File: src/rtl/frame_receiver.sv
`default_nettype none
// ============================================================================
//  Module      : frame_receiver
//  Description : Loopback receiver for the delay tester. Arms on tx_start,
//                counts tx_clk cycles until the first looped-back byte,
//                checks destination MAC / EtherType / length / MAC status,
//                and reports delay plus running ok/error counters.
//  Revision    : 1.0 - initial release
// ============================================================================
module frame_receiver #(
  parameter logic [47:0] EXP_DST_ADDR   = 48'hFFFF_FFFF_FFFF,
  parameter logic [15:0] EXP_ETH_TYPE   = 16'h0806,
  parameter int          MIN_FRAME_LEN  = 60,
  parameter int          MAX_FRAME_LEN  = 1518,
  parameter int          TIMEOUT_CYCLES = 100000,
  parameter int          CNT_WIDTH      = 32
) (
  input  logic                 tx_clk,
  input  logic                 reset,
  input  logic                 tx_start,
  input  logic [7:0]           mac_rx_data,
  input  logic                 mac_rx_dvld,
  input  logic                 mac_rx_good_frame,
  input  logic                 mac_rx_bad_frame,
  output logic [CNT_WIDTH-1:0] delay_cycles,
  output logic                 delay_valid,
  output logic [11:0]          frame_len,
  output logic [15:0]          rx_ok_count,
  output logic [15:0]          rx_err_count,
  output logic                 timeout,
  output logic                 busy
);

  typedef enum logic [2:0] {
    S_IDLE        = 3'd0,
    S_ARMED       = 3'd1,
    S_RX_HDR      = 3'd2,
    S_RX_PAYLOAD  = 3'd3,
    S_WAIT_STATUS = 3'd4,
    S_REPORT      = 3'd5
  } state_t;

  localparam logic [CNT_WIDTH-1:0] CNT_ONE     = 1;
  localparam logic [CNT_WIDTH-1:0] CNT_TIMEOUT = CNT_WIDTH'(TIMEOUT_CYCLES);
  localparam logic [11:0]          LEN_MIN     = 12'(MIN_FRAME_LEN);
  localparam logic [11:0]          LEN_MAX     = 12'(MAX_FRAME_LEN);

  state_t               state_q, state_d;
  logic [CNT_WIDTH-1:0] cnt_q, cnt_d;
  logic [CNT_WIDTH-1:0] cap_delay_q, cap_delay_d;
  logic [11:0]          len_q, len_d;
  logic                 mismatch_q, mismatch_d;
  logic                 runt_q, runt_d;
  logic                 good_lat_q, good_lat_d;
  logic                 bad_lat_q, bad_lat_d;
  logic [3:0]           wait_cnt_q, wait_cnt_d;
  logic                 dvld_prev_q, dvld_prev_d;
  logic [CNT_WIDTH-1:0] delay_cycles_q, delay_cycles_d;
  logic                 delay_valid_q, delay_valid_d;
  logic [11:0]          frame_len_q, frame_len_d;
  logic [15:0]          ok_cnt_q, ok_cnt_d;
  logic [15:0]          err_cnt_q, err_cnt_d;
  logic                 timeout_q, timeout_d;
  logic                 busy_q, busy_d;
  logic                 dvld_rise;
  logic                 accept;

  // Returns 1 when a header byte at position idx differs from the expected
  // value; positions outside the checked fields never mismatch.
  function automatic logic hdr_mismatch(input logic [11:0] idx, input logic [7:0] data);
    logic r;
    r = 1'b0;
    case (idx)
      12'd0:   r = (data != EXP_DST_ADDR[47:40]);
      12'd1:   r = (data != EXP_DST_ADDR[39:32]);
      12'd2:   r = (data != EXP_DST_ADDR[31:24]);
      12'd3:   r = (data != EXP_DST_ADDR[23:16]);
      12'd4:   r = (data != EXP_DST_ADDR[15:8]);
      12'd5:   r = (data != EXP_DST_ADDR[7:0]);
      12'd12:  r = (data != EXP_ETH_TYPE[15:8]);
      12'd13:  r = (data != EXP_ETH_TYPE[7:0]);
      default: r = 1'b0;
    endcase
    return r;
  endfunction

  function automatic logic [15:0] sat_inc16(input logic [15:0] v);
    return (v == 16'hFFFF) ? v : v + 16'd1;
  endfunction

  // Next-state and next-output computation for the whole receiver.
  always_comb begin
    state_d        = state_q;
    cnt_d          = cnt_q;
    cap_delay_d    = cap_delay_q;
    len_d          = len_q;
    mismatch_d     = mismatch_q;
    runt_d         = runt_q;
    good_lat_d     = good_lat_q;
    bad_lat_d      = bad_lat_q;
    wait_cnt_d     = wait_cnt_q;
    delay_cycles_d = delay_cycles_q;
    frame_len_d    = frame_len_q;
    ok_cnt_d       = ok_cnt_q;
    err_cnt_d      = err_cnt_q;
    delay_valid_d  = 1'b0;
    timeout_d      = 1'b0;
    dvld_prev_d    = mac_rx_dvld;
    dvld_rise      = mac_rx_dvld & ~dvld_prev_q;
    accept         = 1'b0;

    case (state_q)
      S_IDLE: begin
        // RX traffic here is unsolicited and deliberately ignored.
        if (tx_start) begin
          state_d = S_ARMED;
          cnt_d   = CNT_ONE;
        end
      end

      S_ARMED: begin
        if (dvld_rise) begin
          // First byte: capture the delay and start a fresh frame record.
          cap_delay_d = cnt_q;
          len_d       = 12'd1;
          mismatch_d  = hdr_mismatch(12'd0, mac_rx_data);
          runt_d      = 1'b0;
          good_lat_d  = 1'b0;
          bad_lat_d   = 1'b0;
          wait_cnt_d  = 4'd0;
          state_d     = S_RX_HDR;
        end else if (tx_start) begin
          cnt_d = CNT_ONE;
        end else if (cnt_q == CNT_TIMEOUT) begin
          timeout_d = 1'b1;
          err_cnt_d = sat_inc16(err_cnt_q);
          state_d   = S_IDLE;
        end else if (~&cnt_q) begin
          cnt_d = cnt_q + CNT_ONE;
        end
      end

      S_RX_HDR: begin
        good_lat_d = good_lat_q | mac_rx_good_frame;
        bad_lat_d  = bad_lat_q | mac_rx_bad_frame;
        if (mac_rx_dvld) begin
          mismatch_d = mismatch_q | hdr_mismatch(len_q, mac_rx_data);
          len_d      = len_q + 12'd1;
          if (len_q == 12'd13) state_d = S_RX_PAYLOAD;
        end else begin
          runt_d  = 1'b1;
          state_d = S_WAIT_STATUS;
        end
      end

      S_RX_PAYLOAD: begin
        good_lat_d = good_lat_q | mac_rx_good_frame;
        bad_lat_d  = bad_lat_q | mac_rx_bad_frame;
        if (mac_rx_dvld) begin
          if (len_q != 12'hFFF) len_d = len_q + 12'd1;
        end else begin
          state_d = S_WAIT_STATUS;
        end
      end

      S_WAIT_STATUS: begin
        good_lat_d = good_lat_q | mac_rx_good_frame;
        bad_lat_d  = bad_lat_q | mac_rx_bad_frame;
        if (good_lat_d | bad_lat_d) begin
          state_d = S_REPORT;
        end else if (wait_cnt_q == 4'd15) begin
          // Missing MAC status is treated as a bad frame.
          bad_lat_d = 1'b1;
          state_d   = S_REPORT;
        end else begin
          wait_cnt_d = wait_cnt_q + 4'd1;
        end
      end

      S_REPORT: begin
        frame_len_d = len_q;
        // Bad status wins over good when both were latched.
        accept = good_lat_q & ~bad_lat_q & ~mismatch_q & ~runt_q &
                 (len_q >= LEN_MIN) & (len_q <= LEN_MAX);
        if (accept) begin
          delay_cycles_d = cap_delay_q;
          delay_valid_d  = 1'b1;
          ok_cnt_d       = sat_inc16(ok_cnt_q);
        end else begin
          err_cnt_d = sat_inc16(err_cnt_q);
        end
        state_d = S_IDLE;
      end

      default: state_d = S_IDLE;
    endcase

    busy_d = (state_d != S_IDLE);
  end

  // State and output registers; reset clears everything immediately.
  always_ff @(posedge tx_clk or negedge reset) begin
    if (!reset) begin
      state_q        <= S_IDLE;
      cnt_q          <= '0;
      cap_delay_q    <= '0;
      len_q          <= '0;
      mismatch_q     <= 1'b0;
      runt_q         <= 1'b0;
      good_lat_q     <= 1'b0;
      bad_lat_q      <= 1'b0;
      wait_cnt_q     <= '0;
      dvld_prev_q    <= 1'b0;
      delay_cycles_q <= '0;
      delay_valid_q  <= 1'b0;
      frame_len_q    <= '0;
      ok_cnt_q       <= '0;
      err_cnt_q      <= '0;
      timeout_q      <= 1'b0;
      busy_q         <= 1'b0;
    end else begin
      state_q        <= state_d;
      cnt_q          <= cnt_d;
      cap_delay_q    <= cap_delay_d;
      len_q          <= len_d;
      mismatch_q     <= mismatch_d;
      runt_q         <= runt_d;
      good_lat_q     <= good_lat_d;
      bad_lat_q      <= bad_lat_d;
      wait_cnt_q     <= wait_cnt_d;
      dvld_prev_q    <= dvld_prev_d;
      delay_cycles_q <= delay_cycles_d;
      delay_valid_q  <= delay_valid_d;
      frame_len_q    <= frame_len_d;
      ok_cnt_q       <= ok_cnt_d;
      err_cnt_q      <= err_cnt_d;
      timeout_q      <= timeout_d;
      busy_q         <= busy_d;
    end
  end

  assign delay_cycles = delay_cycles_q;
  assign delay_valid  = delay_valid_q;
  assign frame_len    = frame_len_q;
  assign rx_ok_count  = ok_cnt_q;
  assign rx_err_count = err_cnt_q;
  assign timeout      = timeout_q;
  assign busy         = busy_q;

endmodule
`default_nettype wire
File: config.mk
export PLATFORM = sky130hd
export DESIGN_NAME = frame_receiver
export DESIGN_NICKNAME = d
export VERILOG_FILES = /design/src/rtl/frame_receiver.sv
export SDC_FILE = /design/constraint.sdc
export NUM_CORES = 1
export LEC_CHECK = 0
export CAP_MARGIN = 20
export CELL_PAD_IN_SITES_DETAIL_PLACEMENT = 2
export CELL_PAD_IN_SITES_GLOBAL_PLACEMENT = 2
export CORE_MARGIN = 2
export CORE_UTILIZATION = 36
export DETAILED_ROUTE_END_ITERATION = 6
export PLACE_DENSITY_LB_ADDON = 0.1
export SLEW_MARGIN = 10
export SYNTH_ARGS = -nofsm -noshare
export SYNTH_HDL_FRONTEND = slang
export SYNTH_SLANG_ARGS = --single-unit
File: constraint.sdc
create_clock -name tx_clk -period 3 [get_ports tx_clk]
set_input_delay 0.45 -clock tx_clk [delete_from_list [all_inputs] [get_ports tx_clk]]
set_output_delay 0.45 -clock tx_clk [all_outputs]
set_load 0.02 [all_outputs]
==> results.md <==
* DR vias at 6267
* Asr flop ratio synth at 100%
* Worst setup EP type: flip-flop
* First-pass detailed-route iteration total at 6
* CP max-delay cell: a2111oi_0
* Post-cts hold buffer count at 0
* Unrepaired setup endpoints after global routing: no
* Worst r2r path cells at 7
* Post-CTS sizing at 0
* Max stage delay on crit path at 580 ps
* Final period util at 94.8%
* Syn nets at 792
* Routed wire length at 23.1 mm
* Seq. cell area at 4180 um2
* Fmax at 352 MHz
* Hold Path Class: in2async
* Mapped cell area at 7750 um2
* Slew headroom at 50.8%
* Pwr Density at 634 nW/um2
* Area share of the largest cell type after synthesis at 53.9%
* Nets at 887
* Commonest cells after routing, fill and taps aside: dfrtp_1, nand2_1, clkdlybuf4s50_1
* Num Clock Sinks at 167
* Worst Path Arrival at 3200 ps
* Initial antenna violation count at 0
* Die Height at 151 um
* Cells after DPL at 1120
* Port Buffer Count at 92
* Peak VDD IR at 374 uV
* Layout Skew at 11.9 ps
* TritonCTS clock tree: built
* Worst r2r dst: rx_ok_count[3]
* Average wire per standard cell at 20.1 um
* Layout area overhead at 24.7%
* Critical path required time at 3350 ps
* Vias in the first global route at 6944
* Final Wtd Congestion at 0.819
* Status: completed
* Worst setup path start: bad_lat_q
* Clock Path Buffers at 2
* Setup Buffers After CTS at 0
* First-pass GRT wire length at 37.9 mm
* Setup crit end: rx_ok_count[3]
* CP Launch Type: flip-flop
* P_leak at 4.46 nW
* IO Pins at 93
* DRC viols at 0
* Final Hold Viols at 0
* CTS Root Cell: clkbuf_16
* 1st-iter DRT viols at 285
* R2r startpoint: bad_lat_q
* Top_reg_cell synth: dfrtp_1
* Final Critical Period at 2840 ps
* ANT nets after route at 0
* CP top delay family: simple AND/OR/NAND/NOR gates
* Buf/Inv on CP at 1
* Horiz. Die Dim at 151 um
* Tot GR Track Use at 21.4%
* Post-Synthesis Cells at 769
* Initial core utilization at 36.7%
* Ys Warns at 0
* Clock transition at the registers of the reported paths at 70 ps
* Gr ovfl total at 0
* # diodes at 0
* CTS Buf Count at 17
* Setup violations, final at 0
* Max Cap Violations at 0
* Top post-synthesis cells by area: dfrtp_1, mux2_2, nand2_1
* Post-DP HPWL at 15.7 mm
* Worst-skew pair later-pin latency at 440 ps
* Average size of a mapped cell at 10.1 um2
* Sequential fraction of the synthesis area at 53.9%
* Row count at 53
* Number of cells on the critical path at 7
* Flop2flop setup slack at 160 ps
* Post-synth EDFFs at 0
* Commonest non-fill, non-tap cell in the layout: dfrtp_1
* Synthesized flop and latch total at 167
* Non-Filler Instances at 1152
* Cell accounting for the most synthesized area: dfrtp_1
* Synth unique cells at 60
* Multi-input gate area at 3350 um2
* DIE AREA at 22700 um2
* CTS H-tree lvls at 4
* Vias per cell at 5.44
* Worst slew pin tran at 738 ps
* Filler cells at 2212
* Max FO, Critical Path at 6
* Critical Path, Cell by Cell: or3_1 > a2111oi_0 > buf_4 > and3_2 > and2_0 > and4_1 > xor2_1
* Largest net degree at the start of global routing at 71
* Core area at 21100 um2
* Max-slew violations at 0
* Share of cells above drive strength 1 at 12.7%
* Setup TNS at 0 ps
* WS Path Type: reg2reg
registers in the layout, summed over array words and instances, names as in the netlist:
signal / cells
delay_cycles: 32
cnt_q: 32
delay_valid: 1
timeout: 1
wait_cnt_q: 4
bad_lat_q: 1
good_lat_q: 1
busy: 1
len_q: 12
runt_q: 1
rx_ok_count: 16
rx_err_count: 16
mismatch_q: 1
state_q: 3
frame_len: 12
cap_delay_q: 32
dvld_prev_q: 1
how the worst min path moves through the flow:
stage                               from              to  slack [ps]  depth (start not counted)
after floorplan                    reset       bad_lat_q         150                          0
after global placement    cap_delay_q[2]  cap_delay_q[2]         460                          2
after detailed placement  cap_delay_q[4]  cap_delay_q[4]         470                          2
after CTS                          reset  cap_delay_q[8]          70                          1
after global routing               reset  cap_delay_q[0]          90                          1
final                              reset  cap_delay_q[0]          10                          1
layout make-up:
class	count	area share, %
clock buffers	18	4.54
clock inverters	14	1.68
inverters	17	0.660
multi-input cells	549	34.7
flip-flops and latches	167	43.2
well taps	275	3.56
repair buffers	112	11.6
layer usage:
layer  GRT usage (%)  up-vias  share of wire [%]
met5               0        -                  0
met4            6.03        0                1.5
met3            2.79       24                2.3
met2            37.2      100                 51
met1            28.1     3237                 45
li1                -     2906                  -
stage by stage:
| stage | power, mW | setup WS (ps) | utilization [%] | instance area [um2] | hold WS, ps |
|---|---|---|---|---|---|
| floorplan | 3.32 | 543 | - | 7750 | 154 |
| global placement | 3.81 | 351 | 43.0 | 9060 | 456 |
| detailed placement | 3.90 | 194 | 43.0 | 9060 | 469 |
| CTS | 6.20 | 147 | 45.8 | 9660 | 68.5 |
| global route | 6.44 | 9.94 | 45.8 | 9660 | 87.0 |
| finish | 6.13 | 156 | 45.8 | 9660 | 12.4 |
report_power, final:
part	internal [mW]	switching, mW
Sequential	2.42	0.194
Combinational	0.456	0.780
Clock	1.28	1.00
Total	4.15	1.98
synthesized netlist by cell type (2+ instances only):
master and instances:
o211ai_1 4, nand2_1 135, xnor2_1 15, or3_1 6, nand3_1 38, nand3b_1 4, a31oi_1 7, and3_1 15
o21ai_0 43, and2_1 7, a221o_1 2, a41o_1 2, o21a_1 2, o41ai_1 2, xor2_1 22, and2_0 2
nand4_1 20, nand2b_1 4, a21oi_1 24, clkbuf_1 23, nor2b_1 7, or4b_2 2, nor3_1 18, mux2_2 45
buf_2 10, ha_1 9, nor2_1 56, nor4_1 9, o31ai_1 5, dfrtp_1 167, inv_1 17, o311ai_0 7
and4_1 7, buf_6 2, o22a_1 3, or4_1 4
kinds of logic after synthesis:
group	Yosys count	share of synthesized area, %
DFF	167	53.9
buffers and inverters	53	2.97
muxes	45	6.54
xor gates and xnor gates	37	4.18
AOI/OAI and AO/OA	114	9.32
and+or+nand+nor	344	21.6
adders and majority gates	9	1.45
(Power assumes the default switching activity.)
